## config.mk

```make
export PLATFORM = sky130hd
export DESIGN_NAME = wb2lb_bridge
export DESIGN_NICKNAME = d
export VERILOG_FILES = /design/src/rtl/wb2lb_pkg.sv /design/src/rtl/wb2lb_bridge.sv
export SDC_FILE = /design/constraint.sdc
export NUM_CORES = 1
export LEC_CHECK = 0
export ABC_CLOCK_PERIOD_IN_PS = 2600
export CAP_MARGIN = 10
export CORE_ASPECT_RATIO = 1.75
export CORE_MARGIN = 2
export CORE_UTILIZATION = 25
export DETAILED_ROUTE_END_ITERATION = 7
export PLACE_DENSITY_LB_ADDON = 0.3
export SYNTH_ARGS = -nofsm -noshare
export SYNTH_HDL_FRONTEND = slang
export SYNTH_SLANG_ARGS = --single-unit
```

## constraint.sdc

```tcl
create_clock -name clk -period 2.6 [get_ports clk]
set_input_delay 0.52 -clock clk [delete_from_list [all_inputs] [get_ports clk]]
set_output_delay 0.52 -clock clk [all_outputs]
set_load 0.1 [all_outputs]
```

## src/rtl/wb2lb_pkg.sv

```systemverilog
// wb2lb_pkg: shared state encoding and default timeout for the Wishbone to local-bus bridge.
package wb2lb_pkg;
    typedef enum logic [1:0] {IDLE, WR, RD, ACK} state_t;
    localparam int TIMEOUT_DEF = 255;
endpackage

```

## src/rtl/wb2lb_bridge.sv

```systemverilog
// wb2lb_bridge: Wishbone classic slave that turns bus cycles into held local-bus write/read requests,
// with stall, per-request timeout and cycle-abort handling.
module wb2lb_bridge
    import wb2lb_pkg::*;
#(
    parameter int ADDR_W  = 16,
    parameter int DATA_W  = 32,
    parameter int STRB_W  = DATA_W / 8,
    parameter int TIMEOUT = TIMEOUT_DEF
)(
    input  logic              clk,
    input  logic              reset,
    input  logic [ADDR_W-1:0] wb_adr_i,
    input  logic [DATA_W-1:0] wb_dat_i,
    input  logic              wb_we_i,
    input  logic              wb_stb_i,
    input  logic              wb_cyc_i,
    input  logic [STRB_W-1:0] wb_sel_i,
    output logic [DATA_W-1:0] wb_dat_o,
    output logic              wb_ack_o,
    output logic [ADDR_W-1:0] lb_waddr,
    output logic [DATA_W-1:0] lb_wdata,
    output logic [STRB_W-1:0] lb_wstrb,
    output logic              lb_wen,
    input  logic              lb_wready,
    output logic [ADDR_W-1:0] lb_raddr,
    output logic              lb_ren,
    input  logic [DATA_W-1:0] lb_rdata,
    input  logic              lb_rvalid
);
    localparam int CW = (TIMEOUT > 0) ? $clog2(TIMEOUT + 1) : 1;
    localparam logic [CW-1:0] T_MAX = CW'(TIMEOUT);
    state_t        r_state;
    logic [CW-1:0] r_cnt;
    logic          w_expired;
    // A completing handshake wins over an expiry landing in the same cycle.
    assign w_expired = (TIMEOUT != 0) && (r_cnt == T_MAX);
    always_ff @(posedge clk) begin
        if (reset) begin
            r_state  <= IDLE;
            r_cnt    <= '0;
            wb_dat_o <= '0;
            wb_ack_o <= 1'b0;
            lb_waddr <= '0;
            lb_wdata <= '0;
            lb_wstrb <= '0;
            lb_wen   <= 1'b0;
            lb_raddr <= '0;
            lb_ren   <= 1'b0;
        end else begin
            wb_ack_o <= 1'b0;
            case (r_state)
                IDLE: if (wb_cyc_i && wb_stb_i) begin
                    lb_waddr <= wb_adr_i;
                    lb_raddr <= wb_adr_i;
                    lb_wdata <= wb_dat_i;
                    lb_wstrb <= wb_sel_i;
                    lb_wen   <= wb_we_i;
                    lb_ren   <= !wb_we_i;
                    r_cnt    <= '0;
                    r_state  <= wb_we_i ? WR : RD;
                end
                WR: if (!wb_cyc_i) begin
                    lb_wen  <= 1'b0;
                    r_state <= IDLE;
                end else if (lb_wready || w_expired) begin
                    lb_wen   <= 1'b0;
                    wb_ack_o <= 1'b1;
                    r_state  <= ACK;
                end else begin
                    r_cnt <= r_cnt + CW'(1);
                end
                RD: if (!wb_cyc_i) begin
                    lb_ren  <= 1'b0;
                    r_state <= IDLE;
                end else if (lb_rvalid || w_expired) begin
                    lb_ren   <= 1'b0;
                    wb_dat_o <= lb_rvalid ? lb_rdata : '0;
                    wb_ack_o <= 1'b1;
                    r_state  <= ACK;
                end else begin
                    r_cnt <= r_cnt + CW'(1);
                end
                default: r_state <= IDLE;
            endcase
        end
    end
endmodule
```

* Word level (Yosys, flattened, before mapping)
Cells that the tools add are included.
Word-level totals: input bits 91, bits in registers 97, logic and storage cells 61
Cells by class: multiplexer cells 27, reduce and logical (&&, ||, !) cells 14, add/subtract/negate cells 1, eq/ne operators 10
Operator list (count):
- $mux W8 | 5
- $mux W32 | 1
- $pmux W8 S3 | 1
- $mux W2 | 6
- $reduce_and A3 Y1 | 4
- $mux W1 | 10
- $ne A2 B2 Y1 const B | 5
- $add A8 B1 Y8 const B | 1
- $eq A8 B8 Y1 const B | 1
- $ne A3 B3 Y1 const B | 2
- $pmux W1 S2 | 3
- $pmux W2 S3 | 1
- $reduce_and A6 Y1 | 1
- $reduce_bool A2 Y1 | 2
- $reduce_bool A3 Y1 | 1
- $eq A2 B1 Y1 const B | 1
- $eq A2 B2 Y1 const B | 1
- $logic_not A2 Y1 | 1
- $logic_or A1 B1 Y1 | 2
- $reduce_and A2 Y1 | 1
- $logic_and A1 B1 Y1 | 1
- $logic_not A1 Y1 | 1

* Depth between registers and ports, before layout
depth in word-level cells 5, mapped depth 9, gate-level depth less buffers 7

* Worst setup path before layout
No wires, ideal clock.
path type register -> register, start point register r_cnt[0], end point register r_cnt[2], path slack 0.612 ns, required time 2.483 ns, setup time 0.117 ns, path buffers 1, stages on the path, launching flop included 8, arrival 1.871 ns, cell sequence dfxtp_1 ha_1 and4_4 a211o_1 a2111oi_2 buf_4 o21ai_1 a32o_1
Between the ends: cells in the longest elaborated chain, start to end 4, elaborated cells between the ends (all ways) 12, classes of those cells add/sub: 1; eq/ne: 3; mux: 5; reduce/logical: 3
Ends and longest elaborated chain:
- start, declared | RTL line wb2lb_bridge.sv:34 | logic [CW-1:0] r_cnt;
- start signal, assigned | RTL line wb2lb_bridge.sv:71 | r_cnt <= r_cnt + CW'(1);
- start signal, assigned | RTL line wb2lb_bridge.sv:82 | r_cnt <= r_cnt + CW'(1);
- $add A8 B1 Y8 or $eq A8 B8 Y1 (tied branches) | RTL line wb2lb_bridge.sv:71, wb2lb_bridge.sv:82, wb2lb_bridge.sv:37
- $mux W8, or another cell as far along | RTL line wb2lb_bridge.sv:76 | end else if (lb_rvalid || w_expired) begin
- $mux W8, or another cell as far along | RTL line wb2lb_bridge.sv:73 | RD: if (!wb_cyc_i) begin
- $pmux W8 S3 or $reduce_and A6 Y1 (tied branches)
Several ways; a longest one is shown, not always the timed one. The select of a mux whose other input is x is not followed. A chain may end at the register's enable or synchronous reset.

* Worst setup path in the final report
start point register r_cnt[0], end point register r_cnt[5]
The elaborated chain is that of the path after synthesis.

==> results.sh <==
export IMPL_htreeDepth=3
export IMPL_grt_pass1_wl_um=18900
export IMPL_p_leak_nw=2.33
export IMPL_gp_congestion=0.811
export IMPL_drc_errors=0
export IMPL_wire_per_inst_um=15.0
export IMPL_syn_area_per_cell_um2=7.93
export IMPL_first_global_vias=3707
export IMPL_die_area_um2=16700
export IMPL_hold_buffers=0
export IMPL_fin_ws_ns=0.389
export IMPL_io_pin_count=194
export IMPL_path_clk_slew_ns=0.07
export IMPL_synthCells=492
export IMPL_setup_worst_path_end_class="flip-flop"
export IMPL_setup_viol=0
export IMPL_synthesis_nets=589
export IMPL_drt_wl_total_um=12500
export IMPL_ant_nets=0
export IMPL_io_buffers=193
export IMPL_ff_latch_area_um2=1940
export IMPL_num_vias=3982
export IMPL_crit_required_ns=2.87
export IMPL_yosysSeqAreaShare=0.498
export IMPL_clk_latency_ns=0.33
export IMPL_firstDrtPassIters=4
export IMPL_power_density_nw_per_um2=960
export IMPL_skew_ns=0.00582
export IMPL_ys_flop_type="dfxtp_1"
export IMPL_tightestPinTransition_ns=0.582
export IMPL_synthArstFlopShare=0
export IMPL_outcome="complete, no violations"
export IMPL_nNetsFinal=747
export IMPL_vdd_ir_drop_max_mv=0.580
export IMPL_cts_tree="built"
export IMPL_multi_input_area_um2=1670
export IMPL_synth_edff_count=0
export IMPL_yosys_warnings=0
export IMPL_core_area_um2=15300
export IMPL_place_ws_ns=0.138
export IMPL_clock_root_buffer="clkbuf_16"
export IMPL_ys_ff_latch=97
export IMPL_final_hold_violation_count=0
export IMPL_syn_cell_area_um2=3900
export IMPL_critPathLaunchType="flip-flop"
export IMPL_drive_gt1_frac=0.204
export IMPL_fin_total_pwr_mw=5.70
export IMPL_avgViaCountPerCell=4.75
export IMPL_min_delay_path_class="reg2reg"
export IMPL_grt_setup_unrepaired="no"
export IMPL_fp_dieH_um=169
export IMPL_syn_to_final_growth_pct=52.1
export IMPL_fin_setup_tns_ns=0
export IMPL_hpwl_um=9070
export IMPL_grt_max_degree=55
export IMPL_crit_arrival_ns=2.48
export IMPL_min_period_over_period=0.850
export IMPL_fill_cells=1581
export IMPL_finalCriticalPeriod_ns=2.21
export IMPL_cts_resized=0
export IMPL_clockBufferDepth=2
export IMPL_grt_ovfl_total=0
export IMPL_slew_violations=0
export IMPL_cts_buffers_inserted=9
export IMPL_clock_fmax_mhz=452
export IMPL_grt_util_all_layers=0.141
export IMPL_die_w_um=98.4
export IMPL_relSlewSlack=0.612
export IMPL_post_cts_buffers=0
export IMPL_antenna_found_initial=0
export IMPL_diodes=0
export IMPL_max_cap_violations=0
export IMPL_fp_row_count=60
export IMPL_yosysUniqueCellTypes=31
export IMPL_drt_iter0_markers=152
export IMPL_criticalPathCategory="reg2reg"
export IMPL_cts_sinks=97
export IMPL_start_util=0.255
export IMPL_crit_path_max_fanout=11
[cells in the mapped netlist (4+ instances only)]
library cell | instances | area (um^2)
a21oi_1 | 94 | 470
a32o_1 | 6 | 60.1
buf_4 | 17 | 128
clkbuf_1 | 36 | 135
dfxtp_1 | 97 | 1940
ha_1 | 6 | 75.1
inv_1 | 6 | 22.5
nand2_1 | 151 | 567
nand2b_1 | 4 | 25.0
nand3_1 | 5 | 25.0
nand4_1 | 34 | 213
nor2_1 | 5 | 18.8
o21ai_0 | 4 | 20.0
[cell usage in the layout, fill, tap and decap left out, types with 3 or more instances in the layout]
| master | n |
|---|---|
| nand2_1 | 151 |
| buf_4 | 113 |
| dfxtp_1 | 97 |
| a21oi_1 | 94 |
| clkdlybuf4s50_1 | 89 |
| nand4_1 | 34 |
| clkbuf_16 | 9 |
| inv_1 | 6 |
| a32o_1 | 6 |
| ha_1 | 6 |
| o21ai_0 | 4 |
| nor2_1 | 4 |
| nand2b_1 | 4 |
| nand3_1 | 4 |
| nand3b_1 | 3 |
| nor3_1 | 3 |
[path summary, 6_finish.rpt]
kind	startpoint	endpoint	slack, ns	depth (start not counted)
min	wb_dat_o[31]	wb_dat_o[31]	0.45	2
min reg2reg	wb_dat_o[31]	wb_dat_o[31]	0.45	2
max reg2reg	r_cnt[0]	r_cnt[5]	0.39	7
max	r_cnt[0]	r_cnt[5]	0.39	7
[report_power, final]
group          switching, mW  internal (mW)  leakage, nW  total [mW]
Sequential             0.101           1.64        0.788        1.75
Clock                  0.556          0.834        0.148        1.39
Combinational           1.93          0.633         1.40        2.56
[critical path, stage by stage (launching register included)]
cell,delay (ns)
dfxtp_1,0.33
ha_1,0.26
and4_4,0.24
a211o_1,0.27
a2111oi_2,0.37
buf_4,0.24
and2_1,0.27
a32o_1,0.17
[cell families (layout without fill, tap and decap cells)]
kind of cell	Yosys count	after routing	share of synthesized area
AOI/OAI and AO/OA	113	113	0.160
adders and majority gates	6	6	0.0192
buffers and inverters	62	223	0.0770
DFF	97	97	0.498
muxes	1	1	0.00257
and+or+nand+nor	213	213	0.243
[per-stage QoR]
stage	cell area, um^2	instances	utilization	hold slack, ns
after CTS	5930	839	0.387	0.456
after global routing	5930	839	0.387	0.471
final	5930	839	0.387	0.454
after global placement	5630	825	0.367	0.441
after detailed placement	5630	825	0.367	0.447
after floorplan	3900	492	-	0.458
[state kept, by name, summed over array words and instances, names as in the netlist]
| register | flops |
|---|---|
| lb_raddr | 16 |
| lb_wen | 1 |
| wb_ack_o | 1 |
| wb_dat_o | 32 |
| lb_wdata | 32 |
| r_cnt | 8 |
| r_state | 2 |
| lb_wstrb | 4 |
| lb_ren | 1 |
[layout make-up]
class,instances,share of cell area
sequential,97,0.327
timing repair buffer,203,0.296
multi-input combinational,333,0.282
tap,186,0.0392
clock buffer,9,0.0380
clock inverter,5,0.0137
inverter,6,0.00380
[metal layers]
metal | track usage | vias to the layer above | wire [um]
met5 | 0 | - | 0
met4 | 0.0691 | 0 | 445
met3 | 0.0272 | 25 | 568
met2 | 0.259 | 139 | 6750
met1 | 0.153 | 1853 | 4780
li1 | - | 1965 | -
Power figures use the tool's default switching activity.
